$ cat config.mk
export PLATFORM = sky130hd
export DESIGN_NAME = serial_add_sub_flat
export DESIGN_NICKNAME = d
export VERILOG_FILES = /design/src/rtl/alu_pkg.sv /design/src/rtl/serial_add_sub_if.sv /design/src/rtl/full_adder.sv /design/src/rtl/serial_add_sub.sv /design/src/flat_wrapper.sv
export SDC_FILE = /design/constraint.sdc
export NUM_CORES = 1
export LEC_CHECK = 0
export ABC_CLOCK_PERIOD_IN_PS = 1700
export CAP_MARGIN = 10
export CORE_ASPECT_RATIO = 0.7
export CORE_UTILIZATION = 49
export CTS_BUF_LIST = sky130_fd_sc_hd__clkbuf_16
export DETAILED_ROUTE_END_ITERATION = 10
export PLACE_DENSITY = 0.9
export SLEW_MARGIN = 20
export SYNTH_ARGS = -nofsm -noshare
export SYNTH_HDL_FRONTEND = slang
export SYNTH_SLANG_ARGS = --single-unit
$ cat constraint.sdc
create_clock -name clk -period 1.7 [get_ports clk]
set_clock_uncertainty 0.15 [all_clocks]
set_input_delay 0.255 -clock clk [delete_from_list [all_inputs] [get_ports clk]]
set_output_delay 0.255 -clock clk [all_outputs]
set_load 0.03 [all_outputs]
$ cat src/rtl/alu_pkg.sv
// Shared definitions for the Simple ALU blocks.
//   state_t : FSM encoding for the bit-serial add/sub engine
//   OP_ADD / OP_SUB : operation select codes
package alu_pkg;

  typedef enum logic [1:0] {
    ST_IDLE = 2'd0,
    ST_RUN  = 2'd1,
    ST_DONE = 2'd2
  } state_t;

  localparam logic OP_ADD = 1'b0;
  localparam logic OP_SUB = 1'b1;

endpackage

$ cat src/rtl/serial_add_sub_if.sv
// Request/result bundle for serial_add_sub.
//   start, op, a, b : request side (driven by the master)
//   busy, done, result, carry_out, overflow, zero : status/result (driven by the engine)
//   state : FSM state, exported for observation
// Handshake: a request is taken on a rising edge where start=1 and busy=0.
// start is ignored while busy=1 and nothing is queued. done is a one-cycle
// pulse marking result and flags valid; they then hold until the next
// accepted start.
interface serial_add_sub_if #(parameter int WIDTH = 8);
  import alu_pkg::*;

  logic             start;
  logic             op;
  logic [WIDTH-1:0] a;
  logic [WIDTH-1:0] b;
  logic             busy;
  logic             done;
  logic [WIDTH-1:0] result;
  logic             carry_out;
  logic             overflow;
  logic             zero;
  state_t           state;

  modport master (
    output start, op, a, b,
    input  busy, done, result, carry_out, overflow, zero, state
  );

  modport slave (
    input  start, op, a, b,
    output busy, done, result, carry_out, overflow, zero, state
  );

endinterface

$ cat src/rtl/full_adder.sv
// One-bit full-adder cell.
//   num_1, num_2 : operand bits
//   c            : carry in
//   sum, carry   : sum bit and carry out
module Full_Adder (
  input  logic num_1,
  input  logic num_2,
  input  logic c,
  output logic sum,
  output logic carry
);

  assign sum   = num_1 ^ num_2 ^ c;
  assign carry = (num_1 & num_2) | (c & (num_1 ^ num_2));

endmodule

$ cat src/rtl/serial_add_sub.sv
// Bit-serial adder/subtractor. Latches two WIDTH-bit operands on an accepted
// start and pushes one bit pair plus the registered carry through a single
// full-adder cell per clock, LSB first. done pulses WIDTH+1 cycles after the
// accepting edge with result, carry_out, overflow and zero.
//   clk   : rising-edge clock
//   rst_n : asynchronous active-low reset
//   bus   : serial_add_sub_if slave (request, status, result, FSM state)
module serial_add_sub
  import alu_pkg::*;
#(
  parameter  int WIDTH = 8,
  localparam int CNT_W = $clog2(WIDTH + 1)
) (
  input  logic            clk,
  input  logic            rst_n,
  serial_add_sub_if.slave bus
);

  state_t state_q, state_d;

  logic [WIDTH-1:0] a_sh, b_sh, result_q;
  logic             carry_q;
  logic [CNT_W-1:0] cnt_q;
  logic             carry_out_q, overflow_q, zero_q;
  logic             fa_sum, fa_carry;
  logic             accept, last_bit;
  logic [WIDTH-1:0] result_next;

  assign accept      = (state_q == ST_IDLE) && bus.start;
  assign last_bit    = (cnt_q == CNT_W'(WIDTH - 1));
  assign result_next = {fa_sum, result_q[WIDTH-1:1]};

  Full_Adder u_cell (
    .num_1 (a_sh[0]),
    .num_2 (b_sh[0]),
    .c     (carry_q),
    .sum   (fa_sum),
    .carry (fa_carry)
  );

  // State register
  always_ff @(posedge clk or negedge rst_n) begin
    if (!rst_n) state_q <= ST_IDLE;
    else        state_q <= state_d;
  end

  // Next-state logic
  always_comb begin
    state_d = state_q;
    case (state_q)
      ST_IDLE: if (bus.start) state_d = ST_RUN;
      ST_RUN:  if (last_bit)  state_d = ST_DONE;
      ST_DONE: state_d = ST_IDLE;
      default: state_d = ST_IDLE;
    endcase
  end

  // Datapath: operand shifters, carry, bit counter, result and flags
  always_ff @(posedge clk or negedge rst_n) begin
    if (!rst_n) begin
      a_sh        <= '0;
      b_sh        <= '0;
      result_q    <= '0;
      carry_q     <= 1'b0;
      cnt_q       <= '0;
      carry_out_q <= 1'b0;
      overflow_q  <= 1'b0;
      zero_q      <= 1'b0;
    end else if (accept) begin
      a_sh        <= bus.a;
      // Subtract is a + ~b + 1: invert b here and seed the carry with op.
      b_sh        <= (bus.op == OP_SUB) ? ~bus.b : bus.b;
      carry_q     <= bus.op;
      cnt_q       <= '0;
      result_q    <= '0;
      carry_out_q <= 1'b0;
      overflow_q  <= 1'b0;
      zero_q      <= 1'b0;
    end else if (state_q == ST_RUN) begin
      result_q <= result_next;
      a_sh     <= a_sh >> 1;
      b_sh     <= b_sh >> 1;
      carry_q  <= fa_carry;
      cnt_q    <= cnt_q + CNT_W'(1);
      if (last_bit) begin
        // During the MSB step carry_q is the carry into the MSB, so signed
        // overflow is that carry XOR the carry out of the MSB.
        carry_out_q <= fa_carry;
        overflow_q  <= carry_q ^ fa_carry;
        zero_q      <= (result_next == '0);
      end
    end
  end

  assign bus.busy      = (state_q != ST_IDLE);
  assign bus.done      = (state_q == ST_DONE);
  assign bus.result    = result_q;
  assign bus.carry_out = carry_out_q;
  assign bus.overflow  = overflow_q;
  assign bus.zero      = zero_q;
  assign bus.state     = state_q;

endmodule

$ cat src/flat_wrapper.sv
// flat-port wrapper written by rule: the top's interface ports become plain ports
module serial_add_sub_flat import alu_pkg::*;
#(
  parameter  int WIDTH = 8,
  localparam int CNT_W = $clog2(WIDTH + 1)
)
  (clk, rst_n, bus_start, bus_op, bus_a, bus_b, bus_busy, bus_done, bus_result, bus_carry_out, bus_overflow, bus_zero, bus_state);
  serial_add_sub_if #(.WIDTH(WIDTH)) bus_i ();
  input  logic clk;
  input  logic rst_n;
  input wire logic [$bits(bus_i.start)-1:0] bus_start;
  input wire logic [$bits(bus_i.op)-1:0] bus_op;
  input wire logic [$bits(bus_i.a)-1:0] bus_a;
  input wire logic [$bits(bus_i.b)-1:0] bus_b;
  output wire logic [$bits(bus_i.busy)-1:0] bus_busy;
  output wire logic [$bits(bus_i.done)-1:0] bus_done;
  output wire logic [$bits(bus_i.result)-1:0] bus_result;
  output wire logic [$bits(bus_i.carry_out)-1:0] bus_carry_out;
  output wire logic [$bits(bus_i.overflow)-1:0] bus_overflow;
  output wire logic [$bits(bus_i.zero)-1:0] bus_zero;
  output wire logic [$bits(bus_i.state)-1:0] bus_state;
  assign bus_i.start = bus_start;
  assign bus_i.op = bus_op;
  assign bus_i.a = bus_a;
  assign bus_i.b = bus_b;
  assign bus_busy = bus_i.busy;
  assign bus_done = bus_i.done;
  assign bus_result = bus_i.result;
  assign bus_carry_out = bus_i.carry_out;
  assign bus_overflow = bus_i.overflow;
  assign bus_zero = bus_i.zero;
  assign bus_state = bus_i.state;
  serial_add_sub #(.WIDTH(WIDTH)) u_core (.clk(clk), .rst_n(rst_n), .bus(bus_i));
endmodule
# Yosys cells after proc, flatten, opt, wreduce, memory -nomap -nowiden

Index checks and enable logic that the tools add are counted.

Register bits after elaboration: 34
Bits of input ports: 20
Logic and storage cells: 53

Add/sub/neg operators: 1
Equal/unequal tests: 5
Mux-type cells: 23
Bitwise logic cells: 7
Reductions and logical operators: 8

Operator list:

| cell                | count |
|---|---|
| $mux 8              | 7 |
| $mux 1              | 11 |
| $logic_not 8->1     | 1 |
| $mux 4              | 2 |
| $not 8->8           | 1 |
| $reduce_bool 2->1   | 3 |
| $add 4x1->4 const B | 1 |
| $eq 4x3->1 const B  | 1 |
| $mux 2              | 2 |
| $pmux 2 s2          | 1 |
| $reduce_and 2->1    | 2 |
| $xor 1x1->1         | 3 |
| $and 1x1->1         | 2 |
| $eq 2x1->1 const B  | 1 |
| $eq 2x2->1 const B  | 1 |
| $logic_not 2->1     | 1 |
| $ne 2x1->1 const B  | 1 |
| $ne 2x2->1 const B  | 1 |
| $logic_and 1x1->1   | 1 |
| $or 1x1->1          | 1 |

# Logic depth before layout (Yosys ltp)

Gate-level depths: netlist of the first run.

Word-level depth: 7
Mapped depth: 5
Depth with buffers taken out: 4

# Modules after synthesis

From an unflattened synthesis of the first run, not the netlist that was laid out.

Cell total of the unflattened synthesis: 168
Area, all modules: 1580.3 µm²

Modules (own cells, without submodules):

| module         | times used | cells each | area an instance (µm²) | seq. area each (µm²) |
|---|---|---|---|---|
| serial_add_sub | 1          | 167        | 1560.2                 | 850.8 |
| Full_Adder     | 1          | 1          | 20.0                   | 0.0 |

# Least setup slack after synthesis of the first run

Ideal clock, no wire load.

Path type: flip-flop to flip-flop
From: register u_core.state_q[0] (netlist: u_core.bus.state[0])
To: register u_core.b_sh[6]
Setup time: 126 ps
Arrival time: 1363 ps
Required time: 1424 ps
Slack: 61 ps
Cell stages (with the launch flop): 5
Buffers on the path: 2
Cells stage by stage: dfrtp_1 > nor2b_1 > buf_2 > buf_4 > a221o_1

Longest elaborated chain between the ends: 3

Ends and longest elaborated chain:

| item                                        | line                 | source |
|---|---|---|
| start, declared                             | serial_add_sub.sv:19 | `state_t state_q, state_d;` |
| start signal, assigned                      | serial_add_sub.sv:44 | `else state_q <= state_d;` |
| $logic_not 2->1                             | serial_add_sub.sv:29 | `assign accept = (state_q == ST_IDLE) && bus.start;` |
| $logic_and 1x1->1                           | serial_add_sub.sv:29 |  |
| $mux 8 or $reduce_bool 2->1 (tied branches) | n/a                  |  |
| end signal, assigned                        | serial_add_sub.sv:72 | `b_sh <= (bus.op == OP_SUB) ? ~bus.b : bus.b;` |
| end signal, assigned                        | serial_add_sub.sv:82 | `b_sh <= b_sh >> 1;` |
| end, declared                               | serial_add_sub.sv:21 | `logic [WIDTH-1:0] a_sh, b_sh, result_q;` |

Several ways; a longest one is shown, not always the timed one.
A chain may end at the register's enable or synchronous reset.

# Worst setup path after layout of the first run

From: register u_core.a_sh[0]
To: register u_core.zero_q (netlist: u_core.bus.zero)

Longest elaborated chain between the ends: 6

Ends and longest elaborated chain:

| item                     | line                 | source |
|---|---|---|
| start, declared          | serial_add_sub.sv:21 |  |
| start signal, assigned   | serial_add_sub.sv:70 | `a_sh <= bus.a;` |
| start signal, assigned   | serial_add_sub.sv:81 | `a_sh <= a_sh >> 1;` |
| $xor 1x1->1 (2 in a row) | full_adder.sv:13     | `assign sum = num_1 ^ num_2 ^ c;` |
| $logic_not 8->1          | serial_add_sub.sv:90 | `zero_q <= (result_next == '0);` |
| $mux 1                   | serial_add_sub.sv:85 | `if (last_bit) begin` |
| $mux 1                   | serial_add_sub.sv:79 | `end else if (state_q == ST_RUN) begin` |
| $mux 1                   | serial_add_sub.sv:69 | `end else if (accept) begin` |
| end signal, assigned     | serial_add_sub.sv:90 |  |
| end, declared            | serial_add_sub.sv:24 | `logic carry_out_q, overflow_q, zero_q;` |

No other way between the ends. The select of a mux whose other input is x is not followed.

==> impl_metrics.ini, run 1 <==
[route]
via_count = 1300
route.detailed.vias_per_inst = 5.556
detail_route.drc_violations = 0
detail_route.wl_per_cell_um = 15.11
ant_nets = 0
drt_first_iter_violations = 109
routed_wl_um = 3536
firstDrtPassIters = 4

[synth]
synth_nets = 179
ys_ff_latch = 34
synth_seq_area_share_pct = 53.71
synth_area_leaders = sky130_fd_sc_hd__dfrtp_1, sky130_fd_sc_hd__nand2_1, sky130_fd_sc_hd__xnor2_1
ys.warnings.count = 0
post_synth_instance_area_um2 = 1584
synth_area_leader_cell = sky130_fd_sc_hd__dfrtp_1
post-synth-top-area-fraction_pct = 53.71
synthesis.area_per_instance_um2 = 10.09
synth_cell_types = 33
synth_cells = 157

[worst_hold_path]
hold_class = in2async

[pwr]
power.switching_w = 0.001520
total_leakage_power_nw = 1.037
internal_power_w = 0.002310
power.share.switching_pct = 39.69
worst_ir_drop_vdd_mv = 0.6805
p_clk_share_pct = 21.3
power_frac_seq_pct = 36.5
power_per_cell_area_nw_per_um2 = 1827
proportion_of_power_drawn_by_combinational_gates_pct = 42.2

[final_layout]
final_area_um2 = 2097
most_frequent_cells_in_the_layout = sky130_fd_sc_hd__nand2_1, sky130_fd_sc_hd__dfrtp_1, sky130_fd_sc_hd__clkdlybuf4s50_1
design.final.nets = 221
final_layout_size_suffix_gt1_share_pct = 12.63
relative_area_change_from_synthesis_to_final_layout_pct = 32.39
diodes = 0
layout.cells.most_common = sky130_fd_sc_hd__nand2_1
layout.filler_cells = 207

[place]
finalWeightedCongestion = 0.8713
placedInstanceArea_um2 = 1979
hpwl_um = 2441
place.port_buffers = 34

[critical_path]
critical_path_arrival_ps = 1640
cp_cell_sequence = fa_1, nor4_2, nand2_1, a211oi_2
worst_ep_required_time_ps = 1740
path_class = reg2reg
critical_path_peak_fanout = 2
crit_buf_inv = 0
crit_path_top_delay_cell = sky130_fd_sc_hd__fa_1
critPathMaxStageDelay_ps = 520
cp-end-kind = flip-flop
worst_path_dominant_cell_family = adder cells
worstSetupStartpointType = flip-flop

[timing]
slew_violations = 0
timing.final.crit_share_pct = 94.46
achievable-frequency_mhz = 622.7
timing_worst_slew_pin_value_ps = 425.0
timing.final.crit_period_ps = 1606
slew_headroom_pct = 71.67
final_count_of_negative_setup_slack_endpoints = 0
whs_ps = 247.0
grt_setup_unrepaired = true
timing.final.hold_violations = 0

[cts]
number_of_buffers_inserted_during_clock_tree_synthesis = 5
postCtsHoldBufs = 0
clk_path_buf_depth = 2
h_tree_levels = 2
clk-insertion-delay-late_ps = 270
clock_tree_from_tritoncts = built
cts_num_sinks = 34
clock_tree_root = sky130_fd_sc_hd__clkbuf_16
cts.reportedPaths.clkPinSlew_ps = 50

[job]
timing.max_cap.violations = 0

[die]
initial_utilization_pct = 54.20
floorplan.die.width_um = 69.96
core-area_um2 = 2923
rows = 16
die_area_um2 = 3468
num_io_pins = 35
die_height_um = 49.57

[run_status]
run_status = finished, final reports clean

[global_routing]
grt.overflow.total = 0
grt_start_max_net_pins = 35
antenna_violations_before_repair = 0
track_usage_pct = 23.39
number_of_global_route_vias_before_repair = 1235
grt_pass1_wl_um = 6120
## power groups by stage
| stage | Combinational (W) | Clock, W | Sequential (W) |
|---|---|---|---|
| final | 0.00162 | 0.000815 | 0.00140 |
| after detailed placement | 0.00167 | 0 | 0.00140 |
| after global placement | 0.00162 | 0 | 0.00137 |
| after CTS | 0.00161 | 0.000826 | 0.00139 |
| after floorplan | 0.000871 | 0 | 0.00158 |
| after global routing | 0.00177 | 0.000873 | 0.00144 |
## layer usage
metal	vias to the layer above	share of wire (%)	track usage, %
met5	-	0	0
met4	0	1.0	8.000
met3	5	6.1	5.726
met2	56	47	36.22
met1	622	46	32.44
li1	617	-	-
## state kept, by name, summed over array words and instances (netlist names)
name,cells
u_core.bus.zero,1
u_core.carry_q,1
u_core.a_sh,8
u_core.bus.overflow,1
u_core.bus.result,8
u_core.cnt_q,4
u_core.b_sh,8
u_core.bus.state,2
u_core.bus.carry_out,1
## worst paths after layout
kind	start	end	slack (ps)	cells after the start
max in group asynchronous	rst_n	u_core.bus.result[7]$_DFFE_PN0P_	850	2
hold / removal	rst_n	u_core.bus.result[1]$_DFFE_PN0P_	250	2
min in group clk	u_core.a_sh[3]$_DFFE_PN0P_	u_core.a_sh[3]$_DFFE_PN0P_	340	2
setup reg to reg	u_core.a_sh[0]$_DFFE_PN0P_	u_core.bus.zero$_DFFE_PN0P_	90	4
hold reg to reg	u_core.a_sh[3]$_DFFE_PN0P_	u_core.a_sh[3]$_DFFE_PN0P_	340	2
setup / recovery	u_core.a_sh[0]$_DFFE_PN0P_	u_core.bus.zero$_DFFE_PN0P_	90	4
## area by class of cell
class	count	area [um^2]	area share (%)
clock buffers	5	125.1	5.967
flip-flops and latches	34	850.8	40.57
multi-input cells	112	661.9	31.56
well taps	36	45.04	2.148
clock inverters	1	3.754	0.1790
repair buffers	46	410.4	19.57
## kinds of logic after synthesis
family          after synthesis  share of synthesized area [%]
compound gates               23                          11.22
xor+xnor                      9                          4.977
fa+ha+maj                     2                          2.054
buf+inv                      11                          4.897
flops                        34                          53.71
mux                           2                          1.264
simple gates                 76                          21.88
## synth_stat cells
| cell type | instances |
|---|---|
| sky130_fd_sc_hd__nand2_1 | 43 |
| sky130_fd_sc_hd__nor4_1 | 2 |
| sky130_fd_sc_hd__ha_1 | 1 |
| sky130_fd_sc_hd__and2b_1 | 1 |
| sky130_fd_sc_hd__nand3_1 | 12 |
| sky130_fd_sc_hd__buf_2 | 5 |
| sky130_fd_sc_hd__a31oi_1 | 2 |
| sky130_fd_sc_hd__buf_6 | 2 |
| sky130_fd_sc_hd__nand4_1 | 2 |
| sky130_fd_sc_hd__nor2_1 | 5 |
| sky130_fd_sc_hd__a21oi_1 | 1 |
| sky130_fd_sc_hd__or2_2 | 2 |
| sky130_fd_sc_hd__clkbuf_1 | 2 |
| sky130_fd_sc_hd__nor2_2 | 2 |
| sky130_fd_sc_hd__buf_8 | 1 |
| sky130_fd_sc_hd__xor2_1 | 1 |
| sky130_fd_sc_hd__o21ai_0 | 1 |
| sky130_fd_sc_hd__nand2b_1 | 1 |
| sky130_fd_sc_hd__and3_1 | 1 |
| sky130_fd_sc_hd__o21bai_1 | 1 |
| sky130_fd_sc_hd__or3b_1 | 1 |
| sky130_fd_sc_hd__mux2i_1 | 2 |
| sky130_fd_sc_hd__fa_1 | 1 |
| sky130_fd_sc_hd__nand3b_1 | 1 |
| sky130_fd_sc_hd__nor3b_1 | 1 |
| sky130_fd_sc_hd__dfrtp_1 | 34 |
| sky130_fd_sc_hd__nor2b_1 | 2 |
| sky130_fd_sc_hd__a211oi_2 | 1 |
| sky130_fd_sc_hd__a221o_1 | 6 |
| sky130_fd_sc_hd__buf_4 | 1 |
| sky130_fd_sc_hd__xnor2_1 | 8 |
| sky130_fd_sc_hd__o21ai_1 | 3 |
| sky130_fd_sc_hd__a22oi_1 | 8 |
## repair_timing
| item | CTS | global route |
|---|---|---|
| setup buffers | 0 | 0 |
| gates resized for setup | 13 | 4 |
| pin swaps | 0 | 1 |
| endpoints found under the setup margin | 13 | 3 |
## per-stage QoR
step / util (%) / total power [W] / setup TNS, ps / setup slack [ps] / cells
finish: 71.75 / 0.003830 / 0 / 94.21 / 234
global route: 71.75 / 0.004086 / -42.49 / -42.49 / 234
CTS: 71.58 / 0.003825 / 0 / 4.105 / 234
detailed placement: 67.72 / 0.003072 / -804.1 / -85.58 / 228
global placement: 67.72 / 0.002982 / -327.6 / -38.37 / 228
floorplan: - / 0.002456 / 0 / 61.01 / 157
Note: power is estimated with default switching activity, not from simulation.
==> inputs of run 2 (changes only) <==
--- a/config.mk
+++ b/config.mk
@@ -16,3 +16,4 @@
 export SYNTH_ARGS = -nofsm -noshare
 export SYNTH_HDL_FRONTEND = slang
 export SYNTH_SLANG_ARGS = --single-unit
+export TNS_END_PERCENT = 1
==> results of run 2 <==
Same layout as run 1: the final DEF is identical, and so are final timing and power.
==> inputs of run 3 (changes only) <==
--- a/config.mk
+++ b/config.mk
@@ -12,6 +12,7 @@
 export CTS_BUF_LIST = sky130_fd_sc_hd__clkbuf_16
 export DETAILED_ROUTE_END_ITERATION = 10
 export PLACE_DENSITY = 0.9
+export SETUP_SLACK_MARGIN = 0.5
 export SLEW_MARGIN = 20
 export SYNTH_ARGS = -nofsm -noshare
 export SYNTH_HDL_FRONTEND = slang
==> run 3 against run 2 <==
Die area unchanged. Highest routed layer unchanged. Fmax is 3.0% lower. Global-route usage rose by 2.2 points. Count of clock-buffer cells in the layout stayed put. Critical path type unchanged.
==> impl_metrics.ini, run 3 (synthesis gave the netlist of run 1 again) <==
[run_status]
run_status = finished, final reports clean

[die]
die_height_um = 49.57
num_io_pins = 35
initial_utilization_pct = 54.20
core-area_um2 = 2923
floorplan.die.width_um = 69.96
die_area_um2 = 3468
rows = 16

[final_layout]
multiInputGateArea_um2 = 878.3
final-seq-area_um2 = 853.3
most_frequent_cells_in_the_layout = sky130_fd_sc_hd__nand2_1, sky130_fd_sc_hd__dfrtp_1, sky130_fd_sc_hd__clkdlybuf4s50_1
layout.filler_cells = 151
design.final.nets = 222
layout.cells.most_common = sky130_fd_sc_hd__nand2_1
final_layout_size_suffix_gt1_share_pct = 36.00
final_area_um2 = 2410
relative_area_change_from_synthesis_to_final_layout_pct = 52.13
diodes = 0

[cts]
clock_tree_from_tritoncts = built
cts.reportedPaths.clkPinSlew_ps = 50
cts_num_sinks = 34
clk-insertion-delay-late_ps = 280
h_tree_levels = 2
number_of_buffers_inserted_during_clock_tree_synthesis = 5
clock_tree_root = sky130_fd_sc_hd__clkbuf_16
clk_path_buf_depth = 2

[global_routing]
track_usage_pct = 25.56
grt.overflow.total = 0
antenna_violations_before_repair = 0
grt_start_max_net_pins = 35
number_of_global_route_vias_before_repair = 1378
grt_pass1_wl_um = 6665

[pwr]
finalPower_w = 0.004564
proportion_of_power_drawn_by_combinational_gates_pct = 49.1
total_leakage_power_nw = 1.082
internal_power_w = 0.002675
power_frac_seq_pct = 32.6
power.switching_w = 0.001889
worst_ir_drop_vdd_mv = 0.9752
power_per_cell_area_nw_per_um2 = 1894
p_clk_share_pct = 18.3
power.share.switching_pct = 41.39

[timing]
slew_violations = 0
timing.final.crit_share_pct = 97.34
timing_worst_slew_pin_value_ps = 433.8
fin_ws_ps = 45.19
grt_setup_unrepaired = true
timing.final.crit_period_ps = 1655
finalSetupTns_ps = 0
achievable-frequency_mhz = 604.3
final_count_of_negative_setup_slack_endpoints = 0
slew_headroom_pct = 71.08
timing.final.hold_violations = 0

[critical_path]
r2r-start = u_core.b_sh[0]$_DFFE_PN0P_
worstSetupStartpointType = flip-flop
critical_path.reg2reg.endpoint = u_core.bus.zero$_DFFE_PN0P_
setup.reg_to_reg.worst_slack_ps = 50
critical_path_peak_fanout = 2
critical_path_arrival_ps = 1690
path_class = reg2reg
worst-r2r-cell-count = 4
worst_setup_path_startpoint = u_core.b_sh[0]$_DFFE_PN0P_
worst_ep_required_time_ps = 1740
cp-end-kind = flip-flop

[route]
routed_wl_um = 4670
route.detailed.vias_per_inst = 6.131
via_count = 1447
drt_first_iter_violations = 154
detail_route.wl_per_cell_um = 19.79
detail_route.drc_violations = 0
ant_nets = 0
firstDrtPassIters = 5

[place]
hpwl_um = 2590
place.port_buffers = 34
finalWeightedCongestion = 0.7808
placedInstanceArea_um2 = 1994
place_worst_setup_slack_ps = -43.86

[job]
timing.max_cap.violations = 0

[worst_hold_path]
hold_class = in2async
==> run 3: cell types whose count changed in the layout (fill, tap and decap cells not counted), moves of 5 or more <==
cell                            delta
sky130_fd_sc_hd__nand2_2           +5
sky130_fd_sc_hd__nand3_2           +7
sky130_fd_sc_hd__buf_6            +12
sky130_fd_sc_hd__buf_4             -6
sky130_fd_sc_hd__dlygate4sd2_1     -8
sky130_fd_sc_hd__nor2_1            -5
sky130_fd_sc_hd__nand2_1           -5
sky130_fd_sc_hd__nand3_1           -9
sky130_fd_sc_hd__nor2_4            +7
==> run 3: final cells by class <==
type	instances	share of cell area [%]
multi-input cells	112	36.45
flip-flops and latches	34	35.41
repair buffers	47	20.77
clock buffers	5	5.192
well taps	36	1.869
clock inverters	2	0.3115
==> run 3: worst max path at each step <==
| stage | endpoint | slack (ps) |
|---|---|---|
| floorplan | u_core.bus.zero$_DFFE_PN0P_ | 160 |
| global placement | u_core.b_sh[1]$_DFFE_PN0P_ | -30 |
| detailed placement | u_core.cnt_q[1]$_DFFE_PN0P_ | -40 |
| CTS | u_core.bus.zero$_DFFE_PN0P_ | 70 |
| global route | u_core.bus.zero$_DFFE_PN0P_ | -20 |
| finish | u_core.bus.zero$_DFFE_PN0P_ | 50 |
==> run 3: timing repair <==
item | in CTS | in global routing
hold buffers | 0 | 0
setup endpoints to repair | 49 | 49
resized for setup | 19 | 120
buffers inserted | 1 | 0
pin swaps | 1 | 38
==> run 3: layer usage <==
| layer | vias up | GRT usage, % | wire length, um |
|---|---|---|---|
| met3 | 18 | 9.407 | 349 |
| met5 | - | 0 | 0 |
| met1 | 719 | 32.04 | 1868 |
| met2 | 85 | 39.74 | 2309 |
| li1 | 625 | - | - |
| met4 | 0 | 11.67 | 142 |
==> run 3: power groups by stage <==
| stage | logic, W | registers, W | clock network [W] |
|---|---|---|---|
| final | 0.00224 | 0.00149 | 0.000835 |
| after global routing | 0.00238 | 0.00152 | 0.000883 |
| after CTS | 0.00171 | 0.00140 | 0.000841 |
| after detailed placement | 0.00173 | 0.00141 | 0 |
| after global placement | 0.00164 | 0.00137 | 0 |
| after floorplan | 0.000888 | 0.00159 | 0 |
==> run 3: metrics by stage <==
step	hold WS (ps)	utilization, %	std cells
after floorplan	-190.6	-	157
after global placement	308.0	68.24	228
after detailed placement	325.9	68.24	228
after CTS	263.1	72.52	236
after global routing	291.0	82.45	236
final	252.7	82.45	236
==> run 3: critical path, stage by stage (launching register included) <==
cell	delay [ps]
sky130_fd_sc_hd__dfrtp_1	410
sky130_fd_sc_hd__fa_2	490
sky130_fd_sc_hd__nor4_2	160
sky130_fd_sc_hd__nand2_1	100
sky130_fd_sc_hd__a211oi_2	250
